===== config.mk =====
export PLATFORM = sky130hd
export DESIGN_NAME = op_sequencer
export DESIGN_NICKNAME = d
export VERILOG_FILES = /design/src/rtl/op_sequencer.sv
export SDC_FILE = /design/constraint.sdc
export NUM_CORES = 1
export LEC_CHECK = 0
export CORE_MARGIN = 5
export CORE_UTILIZATION = 43
export DETAILED_ROUTE_END_ITERATION = 8
export PLACE_DENSITY = 0.85
export SKIP_LAST_GASP = 1
export SYNTH_ARGS = -nofsm -noshare
export SYNTH_HDL_FRONTEND = slang
export SYNTH_SLANG_ARGS = --single-unit
export TNS_END_PERCENT = 10

===== constraint.sdc =====
create_clock -name clk -period 4.88 [get_ports clk]
set_input_delay 0.976 -clock clk [delete_from_list [all_inputs] [get_ports clk]]
set_output_delay 0.976 -clock clk [all_outputs]
set_load 0.05 [all_outputs]

===== src/rtl/op_sequencer.sv =====
// Operation sequencer: debounced-free pushbutton launch of one of five arithmetic units, result capture.
// Optional RUN-phase timeout abort is built when SEQ_TIMEOUT_EN is defined.
module op_sequencer #(
  parameter int unsigned RES_W          = 6,
  parameter int unsigned TIMEOUT_CYCLES = 255
) (
  input  logic                 clk,
  input  logic                 rst,
  input  logic                 go,
  input  logic [2:0]           op_sel,
  input  logic [4:0]           unit_done,
  input  logic [5*RES_W-1:0]   unit_res,
  output logic [4:0]           init,
  output logic [RES_W-1:0]     result,
  output logic                 busy,
  output logic                 valid,
  output logic                 err
);

  localparam int unsigned N_UNITS = 5;
  localparam int unsigned OP_W    = 3;

  typedef enum logic [1:0] {S_IDLE, S_LAUNCH, S_RUN, S_CAPTURE} state_t;

  if (TIMEOUT_CYCLES == 0) begin : g_param_check
    $error("TIMEOUT_CYCLES must be at least 1");
  end

  state_t                r_state, w_state_nx;
  logic                  r_sync1, r_sync2, r_hist, r_req;
  logic [OP_W-1:0]       r_op_q, w_op_nx;
  logic [RES_W-1:0]      w_result_nx, w_res;
  logic                  w_valid_nx, w_err_nx, w_busy_nx, w_done, w_legal;
  logic [N_UNITS-1:0]    w_init_nx;

  // Synchroniser and history reset high so a button held through reset never launches.
  always_ff @(posedge clk) begin
    if (rst) begin
      r_sync1 <= 1'b1;
      r_sync2 <= 1'b1;
      r_hist  <= 1'b1;
      r_req   <= 1'b0;
    end else begin
      r_sync1 <= go;
      r_sync2 <= r_sync1;
      r_hist  <= r_sync2;
      r_req   <= r_sync2 & ~r_hist;
    end
  end

  assign w_legal = (op_sel < OP_W'(N_UNITS));

  // Select done flag and result of the unit named by the latched op code.
  always_comb begin
    w_done = 1'b0;
    w_res  = '0;
    for (int i = 0; i < N_UNITS; i++) begin
      if (r_op_q == OP_W'(i)) begin
        w_done = unit_done[i];
        w_res  = unit_res[i*RES_W +: RES_W];
      end
    end
  end

`ifdef SEQ_TIMEOUT_EN
  localparam int unsigned CNT_W = ($clog2(TIMEOUT_CYCLES + 1) > 8) ? $clog2(TIMEOUT_CYCLES + 1) : 8;
  logic [CNT_W-1:0] r_cnt;
  logic             w_cnt_clr, w_cnt_inc;

  always_ff @(posedge clk) begin
    if (rst || w_cnt_clr) r_cnt <= '0;
    else if (w_cnt_inc)   r_cnt <= r_cnt + CNT_W'(1);
  end
`endif

  always_comb begin
    w_state_nx  = r_state;
    w_op_nx     = r_op_q;
    w_result_nx = result;
    w_valid_nx  = valid;
    w_err_nx    = err;
`ifdef SEQ_TIMEOUT_EN
    w_cnt_clr   = 1'b0;
    w_cnt_inc   = 1'b0;
`endif
    unique case (r_state)
      S_IDLE: begin
        if (r_req) begin
          w_op_nx = op_sel;
          if (w_legal) w_state_nx = S_LAUNCH;
          else         w_err_nx   = 1'b1;
        end
      end
      S_LAUNCH: begin
        w_valid_nx = 1'b0;
        w_err_nx   = 1'b0;
        w_state_nx = S_RUN;
`ifdef SEQ_TIMEOUT_EN
        w_cnt_clr  = 1'b1;
`endif
      end
      S_RUN: begin
        // Done takes priority over a coincident timeout.
        if (w_done) begin
          w_state_nx = S_CAPTURE;
`ifdef SEQ_TIMEOUT_EN
        end else if (r_cnt == CNT_W'(TIMEOUT_CYCLES - 1)) begin
          w_err_nx   = 1'b1;
          w_state_nx = S_IDLE;
        end else begin
          w_cnt_inc  = 1'b1;
`endif
        end
      end
      S_CAPTURE: begin
        w_result_nx = w_res;
        w_valid_nx  = 1'b1;
        w_state_nx  = S_IDLE;
      end
      default: w_state_nx = S_IDLE;
    endcase
    w_busy_nx = (w_state_nx != S_IDLE);
    w_init_nx = ((w_state_nx == S_LAUNCH) || (w_state_nx == S_RUN))
              ? (N_UNITS'(1) << w_op_nx) : '0;
  end

  always_ff @(posedge clk) begin
    if (rst) begin
      r_state <= S_IDLE;
      r_op_q  <= '0;
      init    <= '0;
      result  <= '0;
      busy    <= 1'b0;
      valid   <= 1'b0;
      err     <= 1'b0;
    end else begin
      r_state <= w_state_nx;
      r_op_q  <= w_op_nx;
      init    <= w_init_nx;
      result  <= w_result_nx;
      busy    <= w_busy_nx;
      valid   <= w_valid_nx;
      err     <= w_err_nx;
    end
  end

endmodule


==> out/metrics.yaml, run 1 <==
grt_pass1_vias: 1020
viasPerCell: 5.24
internal_power_mw: 0.262
dieArea_mm2: 0.00374
cts-root-buf: "clkbuf_4"
clock-sinks: 23
clk_pin_slew_ns: 0.12
r2r-start: "r_op_q[0]"
n_antenna_cell: 0
min_from: "r_hist"
cts_made_buffers: 3
overflow: 0
path_cells: "clkdlybuf4s50_1, mux2_2, a2111o_1, o21ai_1, ha_1, nand3b_1, nor3b_1"
synthSimpleGateAreaFrac_pct: 17.6
die_h_um: 61.1
slowest_stage: "clkdlybuf4s50_1"
hold_end: "r_req"
relSlewSlack_pct: 54.5
pre_cts_ws_ns: 2.10
final_nets: 209
port-buffer-count: 54
ys_seq_area_share_pct: 41.0
pwr_density_cell_mw_per_mm2: 198
worstSkewPairLatency_ns: 0.32
end_kind: "flop"
rsz0062_at_grt: "false"
crit_family: "compound AO/OA/AOI/OAI gates"
switching_share_pct: 22.4
synth_nets: 155
synthAdderAreaFrac_pct: 6.68
p_sw_mw: 0.0757
reg2reg_to: "init[2]"
maxCapViolCount: 0
grt_max_degree: 22
synth_area_mm2: 0.00112
clock_power_share_pct: 26.2
ys_types: 31
finalClockSkew_ns: 0.00834
setup_viol: 0
vdd_ir_drop_max_uv: 217
final.setup.tns_ns: 0
drive_above_1_share_pct: 8.07
cts_tree: "yes"
startpoint_type: "primary input"
total_power_mw: 0.337
wl_um: 2970
place_hpwl_um: 2330
reg2reg_depth: 6
wl_per_cell_um: 15.5
seq_power_share_pct: 56.9
num_vias: 1000
finalWeightedCongestion: 0.795
ys_ff_latch: 23
synth_top_family_by_area: "multiplexers"
ant_nets: 0
whs_ns: 0.402
final_common_cell: "clkdlybuf4s50_1"
ios: 55
post_cts.repair.setup_buffers: 0
start_util_pct: 45.4
cp_max_fo: 4
maxSlewViolCount: 0
fin_crit_ns: 2.46
p_comb_share_pct: 16.9
postSynthAreaPerCell_um2: 10.4
num_rows: 18
synth-compound-area-share_pct: 12.4
regArea_um2: 460
core-area_mm2: 0.00248
synth_cells: 108
hold_violations: 0
drt-initial-drc-count: 35
synth_xor_xnor_area_share_pct: 0
antenna_found_initial: 0
multi_input_area_um2: 613
leakagePower_nw: 0.650
die_width_um: 61.1
status: "complete, no violations"
crit_type: "in2reg"
period_share_pct: 50.5
fmax_mhz: 406
synth_warnings: 0
layout_common_cells: "clkdlybuf4s50_1 (54), dfxtp_1 (23), nor2_1 (16)"
critPathMaxStageDelay_ns: 0.40
clock_path_buffers: 2
ctsHoldBuffers: 0
hold_path_depth: 1
r2r_slack_ns: 2.63
required_ns: 5.12
synthFlopType: "dfxtp_1"
hold_class: "reg2reg"
htree_levels: 1
areaGrowthSynthToFinish_pct: 51.3
worstMarginPinSlew_ns: 0.681
dp.cells: 187
drt-pass1-iter-count: 4
cts_resized: 0
muxShareOfSynthArea_pct: 17.9
fin_cells: 191
fillers: 206
synth_edf_count: 0
worst_slack_ns: 2.42
grt_usage_pct: 16.7
grt_pass1_wl_um: 4490
cp_num_buf_inv: 1
drc: 0
synthArstFlopShare_pct: 0
cp.arrival_ns: 2.70
==> power groups by stage <==
stage	registers (mW)	logic, mW	clock network (mW)
2_1_floorplan	0.198	0.0183	0
3_3_place_gp	0.196	0.0560	0
3_5_place_dp	0.196	0.0571	0
4_1_cts	0.192	0.0576	0.0936
5_1_grt	0.193	0.0615	0.102
6_report	0.192	0.0570	0.0883
==> kinds of logic after synthesis <==
group / count (synthesis)
flip-flops: 23
AND/OR/NAND/NOR: 37
multiplexers: 12
buffers and inverters: 11
adder cells (fa/ha/maj): 6
AO/OA/AOI/OAI: 19
==> how the worst max path moves through the flow <==
stage,startpoint,to,slack (ns),depth (start not counted)
4_1_cts,result[5],result[5],2.39,1
2_1_floorplan,unit_done[1],init[1],2.59,6
5_1_grt,unit_done[1],init[2],2.36,7
3_5_place_dp,unit_done[1],init[2],2.10,7
3_3_place_gp,unit_done[0],init[1],2.13,7
6_report,unit_done[1],init[2],2.42,7
==> state kept, by name (all words and copies together), names as in the netlist, 2 cells and up <==
name / flops
result: 6
init: 5
r_op_q: 3
r_state: 2
==> worst register-to-register path, stage by stage (launching register included) <==
cell,delay [ns]
dfxtp_1,0.71
mux2_2,0.40
a2111o_1,0.35
o21ai_1,0.17
ha_1,0.17
nand3b_1,0.14
nor3b_1,0.24
==> Yosys cell counts (2+ instances only) <==
| library cell | number | area share [%] |
|---|---|---|
| a211oi_1 | 6 | 4.0 |
| a21oi_1 | 2 | 0.89 |
| a22oi_1 | 5 | 3.3 |
| and3_1 | 2 | 1.1 |
| clkbuf_1 | 3 | 1.0 |
| dfxtp_1 | 23 | 41 |
| ha_1 | 6 | 6.7 |
| inv_1 | 6 | 2.0 |
| mux2_2 | 2 | 2.0 |
| mux2i_1 | 4 | 3.6 |
| mux4_1 | 3 | 7.0 |
| mux4_2 | 2 | 4.0 |
| nand2_1 | 5 | 1.7 |
| nand3b_1 | 2 | 1.3 |
| nor2_1 | 16 | 5.3 |
| nor3_1 | 2 | 0.89 |
| nor3b_1 | 3 | 2.0 |
| or2_2 | 3 | 1.7 |
==> metrics by stage <==
stage | utilization, % | area (um2)
global route | 68.6 | 1700
global placement | 67.6 | 1670
finish | 68.6 | 1700
CTS | 68.6 | 1700
detailed placement | 67.6 | 1670
floorplan | - | 1120
==> area by class of cell <==
type | count | share of cell area (%)
multi-input cells | 74 | 36.1
repair buffers | 54 | 31.8
flip-flops and latches | 23 | 27.1
well taps | 30 | 2.21
clock buffers | 4 | 1.55
inverters | 6 | 1.32
==> per-layer routing <==
layer,track usage (%),part of all wire (%),up-vias
met3,4.61,12,4
met5,0,0,-
met2,29.9,46,45
li1,-,-,499
met4,8.36,1.4,0
met1,18.0,41,452
Note: power is estimated with default switching activity, not from simulation.
==> run 2, diff against run 1 <==
CORE_UTILIZATION = 36   (was 43)
PLACE_DENSITY = 0.76   (was 0.85)
clock period = 2 ns   (was 4.88 ns; I/O delays follow)
==> run 2 against run 1 <==
Against the previous run:
- sequential cell count unchanged
- utilization down 9.8 points
- clock skew up 0.00098 ns
- register-to-register slack worse by 2.5 ns
- combinational power grew to 2.6 times the previous value
- clock power grew 140%
- critical endpoint is now result[3]
- highest routed layer unchanged
==> out/metrics.yaml, run 2 (synthesis gave the netlist of run 1 again) <==
viasPerCell: 4.76
setup_viol: 0
reg2reg_depth: 7
drive_above_1_share_pct: 13.6
hold_class: "reg2reg"
r2r-start: "r_state[0]"
antenna_found_initial: 0
maxSlewViolCount: 0
num_vias: 1013
path_cells: "clkdlybuf4s50_1"
drc: 0
startpoint_type: "flop"
placed_area_mm2: 0.00175
top_register: "result"
final.setup.tns_ns: 0
drt-met1-wl_um: 1270
areaGrowthSynthToFinish_pct: 58.7
drt-pass1-iter-count: 4
clock-sinks: 23
total_power_mw: 0.829
cp_max_fo: 2
leakagePower_nw: 0.689
pwr_density_cell_mw_per_mm2: 465
grt_pass1_wl_um: 5100
crit_type: "reg2out"
core-area_mm2: 0.00303
cp_num_buf_inv: 1
clock_path_buffers: 2
cp.arrival_ns: 1.47
wl_met3_um: 129
drt-initial-drc-count: 15
cp_num_cells: 1
relSlewSlack_pct: 65.6
slowest_stage: "clkdlybuf4s50_1"
grt_max_degree: 15
clk_pin_slew_ns: 0.13
period_share_pct: 93.6
finalWeightedCongestion: 0.736
ios: 55
required_ns: 1.60
htree_levels: 1
port-buffer-count: 54
die_width_um: 65.9
endpoint: "result[3]"
top_layer_used: "met4"
reg2reg_to: "init[2]"
maxCapViolCount: 0
hold_violations: 0
cts-root-buf: "clkbuf_4"
largest_reg_flops: 6
grt_usage_pct: 15.3
ant_nets: 0
fin_crit_ns: 1.87
reg_top3: "result x6, init x5, r_op_q x3"
r2r_slack_ns: 0.17
rsz0062_at_grt: "false"
end_kind: "output port"
finalClockSkew_ns: 0.00933
cts_tree: "yes"
final_nets: 217
final_cell_area_mm2: 0.00178
start_util_pct: 37.1
num_rows: 20
worstMarginPinSlew_ns: 0.514
status: "complete, no violations"
wl_um: 3190
layout_common_cells: "clkdlybuf4s50_1 (54), dfxtp_1 (22), nor2_1 (16)"
fmax_mhz: 534
critPathMaxStageDelay_ns: 0.81
post_cts.repair.setup_buffers: 0
wl_met2_um: 1730
vdd_ir_drop_max_uv: 459
worstSkewPairLatency_ns: 0.31
grt_pass1_vias: 1137
n_antenna_cell: 0
wl_per_cell_um: 15.0
dieArea_mm2: 0.00434
overflow: 0
place_hpwl_um: 2720
final_common_cell: "clkdlybuf4s50_1"
cts_made_buffers: 3
die_h_um: 65.9
critPathLaunch: "result[3]"
crit_family: "buffers and inverters"
## run 2: cell count changes in the layout (fill, tap and decap cells not counted), sizes merged
cell,change
clkinvlp,+1
buf,+8
clkbuf,-1
## run 2: repair_timing
action,4_1_cts,5_1_grt
endpoints found under the setup margin,0,1
hold buffers,0,0
gates resized for setup,0,1
## run 2: how the worst min path moves through the flow
stage | depth (start not counted) | start | to | slack [ns]
final | 1 | r_hist | r_req | 0.40
after global routing | 1 | r_hist | r_req | 0.41
after floorplan | 1 | r_hist | r_req | 0.37
after detailed placement | 1 | r_hist | r_req | 0.39
after CTS | 1 | r_hist | r_req | 0.41
after global placement | 1 | r_hist | r_req | 0.38
## run 2: cell type report
| cell class | instances | area, um2 |
|---|---|---|
| Inverter | 6 | 22.5 |
| Clock inverter | 1 | 7.51 |
| Multi-Input combinational cell | 74 | 613 |
| Timing Repair Buffer | 62 | 601 |
| Sequential cell | 23 | 462 |
| Tap cell | 44 | 55.1 |
| Clock buffer | 3 | 22.5 |
| Fill cell | 270 | 1240 |
## run 2: stage by stage
stage          worst slack [ns]  util, %  hold WS, ns  std cells
6_report                  0.127     58.9        0.400        213
5_1_grt                  0.0126     58.9        0.414        213
4_1_cts                  0.0986     58.8        0.407        213
3_5_place_dp             -0.207     57.9        0.389        209
3_3_place_gp             -0.175     57.9        0.378        209
2_1_floorplan             0.229        -        0.372        108
## run 2: metal layers
| metal | GRT usage (%) | up-vias |
|---|---|---|
| met1 | 15.4 | 462 |
| met5 | 0 | - |
| met4 | 4.40 | 0 |
| met3 | 4.93 | 6 |
| met2 | 29.3 | 28 |
| li1 | - | 517 |
## run 2: power breakdown
group / switching (mW) / internal (mW) / leakage [nW]
clock network: 0.136 / 0.0762 / 0.0139
registers: 0.00304 / 0.464 / 0.187
logic: 0.0472 / 0.103 / 0.489
total: 0.186 / 0.643 / 0.689
